$ cat src/rtl/ysyx_25020047_exu_mc.sv
// Multi-cycle execute unit: single-cycle RV32I ALU ops plus iterative RV32M multiply/divide,
// with valid/ready handshakes on both the issue and the result side.
module ysyx_25020047_exu_mc #(
  parameter int XLEN  = 32,
  parameter int SHW   = $clog2(XLEN),
  parameter int TAG_W = 5
) (
  input  logic             clk,
  input  logic             rst,
  input  logic             flush,
  input  logic             in_valid,
  output logic             in_ready,
  input  logic [3:0]       in_op,
  input  logic [XLEN-1:0]  in_src1,
  input  logic [XLEN-1:0]  in_src2,
  input  logic [TAG_W-1:0] in_rd,
  input  logic             in_wen,
  output logic             out_valid,
  input  logic             out_ready,
  output logic [XLEN-1:0]  out_result,
  output logic [TAG_W-1:0] out_rd,
  output logic             out_wen,
  output logic             busy
);

  typedef enum logic [1:0] {S_IDLE, S_MUL, S_DIV, S_DONE} state_t;

  localparam logic [3:0] OP_ADD  = 4'd0;
  localparam logic [3:0] OP_SUB  = 4'd1;
  localparam logic [3:0] OP_SLT  = 4'd2;
  localparam logic [3:0] OP_SLTU = 4'd3;
  localparam logic [3:0] OP_XOR  = 4'd4;
  localparam logic [3:0] OP_OR   = 4'd5;
  localparam logic [3:0] OP_AND  = 4'd6;
  localparam logic [3:0] OP_SLL  = 4'd7;
  localparam logic [3:0] OP_SRL  = 4'd8;
  localparam logic [3:0] OP_SRA  = 4'd9;
  localparam logic [3:0] OP_MUL  = 4'd10;
  localparam logic [3:0] OP_MULHU = 4'd11;
  localparam logic [3:0] OP_DIV  = 4'd12;
  localparam logic [3:0] OP_REM  = 4'd14;
  localparam logic [3:0] OP_REMU = 4'd15;

  localparam logic [XLEN-1:0] MIN_NEG  = {1'b1, {(XLEN-1){1'b0}}};
  localparam logic [SHW:0]    CNT_INIT = (SHW+1)'(XLEN);
  localparam logic [SHW:0]    CNT_ONE  = (SHW+1)'(1);

  state_t               state_reg, state_next;
  logic [SHW:0]         cnt_reg, cnt_next;
  logic [2*XLEN-1:0]    acc_reg, acc_next;
  logic [XLEN-1:0]      opnd_reg, opnd_next;
  logic [1:0]           sel_reg, sel_next;
  logic                 neg_q_reg, neg_q_next;
  logic                 neg_r_reg, neg_r_next;
  logic [XLEN-1:0]      result_reg, result_next;
  logic [TAG_W-1:0]     rd_reg, rd_next;
  logic                 wen_reg, wen_next;

  logic                 accept;
  logic                 is_div_op, signed_div, is_rem_op, div_zero, div_ovf, take_alu;
  logic                 sign1, sign2;
  logic [SHW-1:0]       shamt;
  logic [XLEN-1:0]      alu_result;
  logic [XLEN:0]        mul_sum;
  logic [2*XLEN-1:0]    mul_prod;
  logic [XLEN:0]        div_shift;
  logic                 div_ge;
  logic [XLEN-1:0]      div_rem, div_quo;

  assign in_ready  = (state_reg == S_IDLE) || (state_reg == S_DONE && out_ready);
  assign accept    = in_valid && in_ready && !flush;
  assign out_valid = (state_reg == S_DONE);
  assign busy      = (state_reg == S_MUL) || (state_reg == S_DIV);
  assign out_result = result_reg;
  assign out_rd    = rd_reg;
  assign out_wen   = wen_reg;

  // Divide-by-zero and signed overflow short-circuit to the single-cycle path.
  assign is_div_op  = (in_op[3:2] == 2'b11);
  assign signed_div = (in_op == OP_DIV) || (in_op == OP_REM);
  assign is_rem_op  = (in_op == OP_REM) || (in_op == OP_REMU);
  assign div_zero   = (in_src2 == '0);
  assign div_ovf    = signed_div && (in_src1 == MIN_NEG) && (in_src2 == '1);
  assign take_alu   = (in_op < OP_MUL) || (is_div_op && (div_zero || div_ovf));
  assign sign1      = signed_div && in_src1[XLEN-1];
  assign sign2      = signed_div && in_src2[XLEN-1];
  assign shamt      = in_src2[SHW-1:0];

  always_comb begin
    alu_result = '0;
    case (in_op)
      OP_ADD:  alu_result = in_src1 + in_src2;
      OP_SUB:  alu_result = in_src1 - in_src2;
      OP_SLT:  alu_result = {{(XLEN-1){1'b0}}, ($signed(in_src1) < $signed(in_src2))};
      OP_SLTU: alu_result = {{(XLEN-1){1'b0}}, (in_src1 < in_src2)};
      OP_XOR:  alu_result = in_src1 ^ in_src2;
      OP_OR:   alu_result = in_src1 | in_src2;
      OP_AND:  alu_result = in_src1 & in_src2;
      OP_SLL:  alu_result = in_src1 << shamt;
      OP_SRL:  alu_result = in_src1 >> shamt;
      OP_SRA:  alu_result = $signed(in_src1) >>> shamt;
      default: begin
        if (div_zero) alu_result = is_rem_op ? in_src1 : '1;
        else          alu_result = is_rem_op ? '0 : in_src1;
      end
    endcase
  end

  // acc holds {partial product, remaining multiplier} or {partial remainder, dividend/quotient}.
  always_comb begin
    mul_sum   = {1'b0, acc_reg[2*XLEN-1:XLEN]} + (acc_reg[0] ? {1'b0, opnd_reg} : '0);
    mul_prod  = {mul_sum, acc_reg[XLEN-1:1]};
    div_shift = {acc_reg[2*XLEN-1:XLEN], acc_reg[XLEN-1]};
    div_ge    = (div_shift >= {1'b0, opnd_reg});
    div_rem   = div_ge ? XLEN'(div_shift - {1'b0, opnd_reg}) : div_shift[XLEN-1:0];
    div_quo   = {acc_reg[XLEN-2:0], div_ge};
  end

  always_comb begin
    state_next  = state_reg;
    cnt_next    = cnt_reg;
    acc_next    = acc_reg;
    opnd_next   = opnd_reg;
    sel_next    = sel_reg;
    neg_q_next  = neg_q_reg;
    neg_r_next  = neg_r_reg;
    result_next = result_reg;
    rd_next     = rd_reg;
    wen_next    = wen_reg;

    case (state_reg)
      S_MUL: begin
        acc_next = mul_prod;
        cnt_next = cnt_reg - CNT_ONE;
        if (cnt_reg == CNT_ONE) begin
          state_next  = S_DONE;
          result_next = sel_reg[0] ? mul_prod[2*XLEN-1:XLEN] : mul_prod[XLEN-1:0];
        end
      end
      S_DIV: begin
        acc_next = {div_rem, div_quo};
        cnt_next = cnt_reg - CNT_ONE;
        if (cnt_reg == CNT_ONE) begin
          state_next = S_DONE;
          if (sel_reg[1]) result_next = neg_r_reg ? -div_rem : div_rem;
          else            result_next = neg_q_reg ? -div_quo : div_quo;
        end
      end
      S_DONE: begin
        if (out_ready) state_next = S_IDLE;
      end
      default: ;
    endcase

    if (accept) begin
      rd_next  = in_rd;
      wen_next = in_wen;
      sel_next = in_op[1:0];
      if (take_alu) begin
        result_next = alu_result;
        state_next  = S_DONE;
      end else if (!is_div_op) begin
        acc_next   = {{XLEN{1'b0}}, in_src1};
        opnd_next  = in_src2;
        cnt_next   = CNT_INIT;
        state_next = S_MUL;
      end else begin
        acc_next   = {{XLEN{1'b0}}, (sign1 ? -in_src1 : in_src1)};
        opnd_next  = sign2 ? -in_src2 : in_src2;
        neg_q_next = sign1 ^ sign2;
        neg_r_next = sign1;
        cnt_next   = CNT_INIT;
        state_next = S_DIV;
      end
    end

    if (flush) begin
      state_next = S_IDLE;
      cnt_next   = '0;
    end
  end

  always_ff @(posedge clk) begin
    if (rst) begin
      state_reg  <= S_IDLE;
      cnt_reg    <= '0;
      acc_reg    <= '0;
      opnd_reg   <= '0;
      sel_reg    <= '0;
      neg_q_reg  <= 1'b0;
      neg_r_reg  <= 1'b0;
      result_reg <= '0;
      rd_reg     <= '0;
      wen_reg    <= 1'b0;
    end else begin
      state_reg  <= state_next;
      cnt_reg    <= cnt_next;
      acc_reg    <= acc_next;
      opnd_reg   <= opnd_next;
      sel_reg    <= sel_next;
      neg_q_reg  <= neg_q_next;
      neg_r_reg  <= neg_r_next;
      result_reg <= result_next;
      rd_reg     <= rd_next;
      wen_reg    <= wen_next;
    end
  end

endmodule

$ cat config.mk
export PLATFORM = sky130hd
export DESIGN_NAME = ysyx_25020047_exu_mc
export DESIGN_NICKNAME = d
export VERILOG_FILES = /design/src/rtl/ysyx_25020047_exu_mc.sv
export SDC_FILE = /design/constraint.sdc
export NUM_CORES = 1
export LEC_CHECK = 0
export CAP_MARGIN = 40
export CORE_UTILIZATION = 30
export CTS_CLUSTER_DIAMETER = 50
export CTS_CLUSTER_SIZE = 28
export DETAILED_ROUTE_END_ITERATION = 12
export GPL_TIMING_DRIVEN = 0
export PLACE_DENSITY = 0.49
export SLEW_MARGIN = 20
export SYNTH_ARGS = -nofsm -noshare
export SYNTH_HDL_FRONTEND = slang
export SYNTH_SLANG_ARGS = --single-unit
$ cat constraint.sdc
create_clock -name clk -period 13.4 [get_ports clk]
set_clock_uncertainty 0.05 [all_clocks]
set_input_delay 1.34 -clock clk [delete_from_list [all_inputs] [get_ports clk]]
set_output_delay 1.34 -clock clk [all_outputs]
set_load 0.03 [all_outputs]
======== Word level (Yosys, flattened, before mapping) ========
Cells that the tools add are included.
word-level totals
  bits in registers ....................... 146
  output and inout port bits .............. 41
  word-level logic and storage cells ...... 107
operators by class
  $add $sub $neg .......................... 9
  $lt $le $gt $ge ......................... 4
  equal/unequal tests ..................... 21
  shift operators ......................... 3
  mux-type cells .......................... 31
  bitwise logic cells ..................... 5
  reduce and logical (&&, ||, !) cells .... 24
operators with widths
  cell                                                                   count
  32-bit 2-to-1 mux                                                      17
  32-bit one-hot mux with 10 select lines                                1
  64-bit 2-to-1 mux                                                      2
  32-bit negation                                                        4
  64-bit one-hot mux with 2 select lines                                 1
  32-bit equality test, second input constant                            2
  32-bit < comparator                                                    2
  32-bit one-hot mux with 2 select lines                                 1
  32-bit subtractor                                                      2
  32-bit by 32-bit adder with 33-bit output                              1
  33-bit by 32-bit greater-or-equal comparator with 1-bit output         1
  32-bit adder                                                           1
  32-bit AND                                                             1
  32-bit zero test                                                       1
  32-bit bitwise OR                                                      1
  32-bit by 5-bit << shifter with 32-bit output                          1
  32-bit by 5-bit right shift with 32-bit output                         1
  32-bit by 5-bit >>> shifter with 32-bit output                         1
  32-bit bitwise XOR                                                     1
  4-bit equality test, second input constant                             5
  6-bit 2-to-1 mux                                                       3
  4-bit by 3-bit equality test with 1-bit output, second input constant  4
  2-bit 2-to-1 mux                                                       5
  4-bit by 2-bit equality test with 1-bit output, second input constant  2
  19 further kinds                                                       36

======== Logic depth before layout (Yosys ltp) ========
  word-level depth ........................ 9
  gate-level depth with buffers ........... 23
  mapped depth without buffers ............ 21

======== Least setup slack after synthesis ========
OpenSTA, ideal clock, no wires.
  kind .................................... in2reg
  start ................................... input in_src2[2]
  end ..................................... register result_reg[24], in the netlist out_result[24]
  library setup time ...................... 0.134 ns
  data arrival time ....................... 5.708 ns
  data required time ...................... 13.216 ns
  setup slack ............................. 7.508 ns
  stages .................................. 18
  path buffers ............................ 4
  cell sequence ........................... clkbuf_1 -> clkinv_1 -> buf_1 -> buf_1 -> buf_1 -> ha_1 -> nand2b_1 -> a221oi_1 -> o21ai_0 -> a2111oi_0 -> o31ai_1 -> a211oi_1 -> o21bai_1 -> a21oi_1 -> o21ai_0 -> mux2_2 -> a311oi_1 -> a211oi_1
between the ends
  word-level cells in the longest chain between the ends .. 7
RTL lines
  element                                                    RTL line  text
  start: declaration                                         15        input logic [XLEN-1:0] in_src2,
  branches (longest 5 deep; another with 32-bit subtractor)  -
  32-bit 2-to-1 mux *                                        159       if (take_alu) begin
  32-bit 2-to-1 mux *                                        155       if (accept) begin
  end signal: assignment                                     203       result_reg <= result_next;
  end: declaration                                           55        logic [XLEN-1:0] result_reg, result_next;
Every way passes the cells marked *.
A chain may end at the register's enable or synchronous reset.

======== Worst setup path in the final report ========
Ends and elaborated chain as after synthesis.

==> flow_summary.toml <==
[detailed_routing]
post_drt_wl_per_cell_um = 33.3
wirelength_um = 150000
drt_iter0_markers = 3604
drtAntennaViolNets = 0
drtPass1Iterations = 8
vias = 28800
routed_via_density = 6.39
drc_errors = 0

[grt]
grt_overflow = 0
grt_usage = 0.378
grt_max_degree = 19
grt_pass1_vias = 26900
grt_pass1_wl_um = 209000
antenna_found_initial = 5

[logic_synthesis]
synth_nets = 3592
ys_warn_count = 0
async_reset_ff_frac = 0
synth_ff_type = "dfxtp_1"
syn_avg_cell_area_um2 = 6.79
yosysSeqAreaShare = 0.129
syn_inst = 3337
netlist_area_um2 = 22600
ys_ff_latch = 146
ys_types = 82
synth-edff-count = 0

[sta]
slew_headroom = 0.234
max_freq_mhz = 122
rsz0062_at_grt = "false"
min_period_ps = 8160
maxSlewViolCount = 0
period_share = 0.609
setup_viol = 0
hold_violations = 0
worst_pin_slew_ps = 1150
tns_ps = 0

[critical_path]
arrival_ps = 8440
path_cells = "clkdlybuf4s50_1 -> clkbuf_1 -> clkinv_1 -> buf_1 -> buf_6 -> buf_1 -> buf_1 -> buf_6 -> ha_1 -> nand2b_1 -> a221oi_1 -> o21ai_0 -> a2111oi_0 -> o31ai_1 -> a211oi_1 -> o21bai_1 -> a21oi_1 -> o21ai_0 -> mux2_2 -> a311oi_1 -> a211oi_1"
cp-start-kind = "primary input"
end_kind = "flip-flop"
crit_required_ps = 13670
max_stage_delay_ps = 850
cp_common_cell = "buf_1"
cp_max_fo = 10
path_class = "in -> reg"
cp_slowest_cell = "a2111oi_0"

[pwr]
clockPowerShare = 0.175
p_sw_mw = 1.63
p_int_mw = 1.31
p_seq_frac = 0.180
powerDensity_nw_per_um2 = 112
combPwrFrac = 0.645
p_leak_nw = 9.88
sw_frac_of_total = 0.554
peakVddDrop_v = 0.0000959

[cts]
cts_tree = "built"
holdBufCountCts = 0
clock_path_buffers = 2
cts_num_sinks = 146
htreeDepth = 4
cts_resized = 0
numCtsBuffers = 17
cts_setup_buffers = 0
clk_pin_slew_ps = 80
clk_latency_ps = 470
cts-root-buf = "clkbuf_16"

[placement]
place_congestion = 1.07
place_area_um2 = 25400
io_buffers = 118
dp_hpwl_um = 122000

[layout]
layout.nets = 3774
syn_to_final_growth_pct = 15.4
final_common_cell = "nor2_1"
antennaDiodeCount = 0
utilization = 0.351
largest_register_ffs = 64
drive_above_1_share = 0.0453
stdcell_area_um2 = 26100
layout_common_cells = "nor2_1, a21oi_1, o21ai_0"

[floorplanning]
die_w_um = 277
rows = 100
num_io_pins = 120
start_util = 0.304
core-area_um2 = 74600
die-area_um2 = 76600
die-height_um = 277

[flow_run]
drv_cap = 0

[hold_path]
hold_class = "reg -> reg"

[outcome]
status = "finished, final reports clean"
-- cell type report --
class,instances,area [µm²]
multi-input cells,2763,18100
fillers,8332,48400
clock buffers,17,425
inverters,166,623
flip-flops and latches,146,2920
well taps,969,1210
repair buffers,163,1650
clock inverters,15,193
plain buffers,262,1000
-- cells by family (layout without fill, tap and decap cells) --
kind of cell,after synthesis,in the layout,synth area share
XOR/XNOR,185,185,0.0715
flip-flops,146,146,0.129
multiplexers,131,131,0.0703
adder cells (fa/ha/maj),176,176,0.0986
buffers and inverters,428,623,0.0718
AND/OR/NAND/NOR,1087,1087,0.219
AO/OA/AOI/OAI,1184,1184,0.339
-- metal layers --
metal	GRT usage	routed length, µm	vias up
met5	0	23	-
met4	0.255	12000	4
met3	0.0629	12800	425
met2	0.591	65000	1771
met1	0.475	60000	13900
li1	-	-	12600
-- per-stage QoR --
step / total power, mW / setup slack (ps) / hold slack [ps] / cells
global route: 3.04 / 5130 / 427 / 4501
detailed placement: 2.34 / 5080 / 401 / 4460
CTS: 2.86 / 5520 / 412 / 4492
floorplan: 1.63 / 7510 / 382 / 3337
finish: 2.94 / 5240 / 410 / 4501
global placement: 2.34 / 4260 / 392 / 4424
-- Yosys cell counts (11+ instances only) --
library cell	n	area [µm²]
dfxtp_1	146	2920
clkbuf_1	215	807
nor2b_1	11	68.8
nand2b_1	26	163
o21bai_1	18	135
xor2_1	49	429
nor2_1	424	1590
o21a_1	17	128
or3_1	53	332
a41oi_1	12	105
nand2_1	276	1040
a22oi_1	24	180
nand4_1	28	175
a21oi_1	314	1570
mux2_2	14	158
o221ai_1	18	158
o21ai_0	280	1400
a31oi_1	35	219
and2_1	14	87.6
o31ai_1	33	248
a21o_1	55	413
ha_1	172	2150
a2111oi_0	17	149
nor4_1	42	263
inv_1	160	601
nor3_1	85	425
o211ai_1	43	323
a211oi_1	103	773
or2_2	14	87.6
o41ai_1	18	158
xnor2_1	136	1190
o22ai_1	23	144
mux2i_1	96	961
buf_1	31	116
and3_1	13	81.3
a221oi_1	65	569
a211o_1	21	184
mux4_2	21	473
buf_2	15	75.1
nand3_1	51	255
-- worst max-delay path, delay by kind of cell --
| family | cells | cell delay, ps |
|---|---|---|
| buffers and inverters | 8 | 2680 |
| and+or+nand+nor | 1 | 180 |
| AOI/OAI and AO/OA | 10 | 3520 |
| muxes | 1 | 300 |
| adders and majority gates | 1 | 370 |
-- final timing paths --
path	startpoint	end	slack, ps	cells after the start
worst max-delay path	in_src2[2]	out_result[24]	5240	21
worst min-delay path	opnd_reg[31]	opnd_reg[31]	410	2
worst max register to register	opnd_reg[1]	out_result[28]	6180	22
worst min register to register	opnd_reg[31]	opnd_reg[31]	410	2
-- power by group through the flow --
stage	sequential [mW]	combinational, mW	clock (mW)
floorplan	0.523	1.11	0
global placement	0.536	1.80	0
detailed placement	0.535	1.80	0
CTS	0.525	1.82	0.514
global route	0.529	1.98	0.532
finish	0.528	1.90	0.514
No activity file was read; power rests on OpenSTA's default activity.
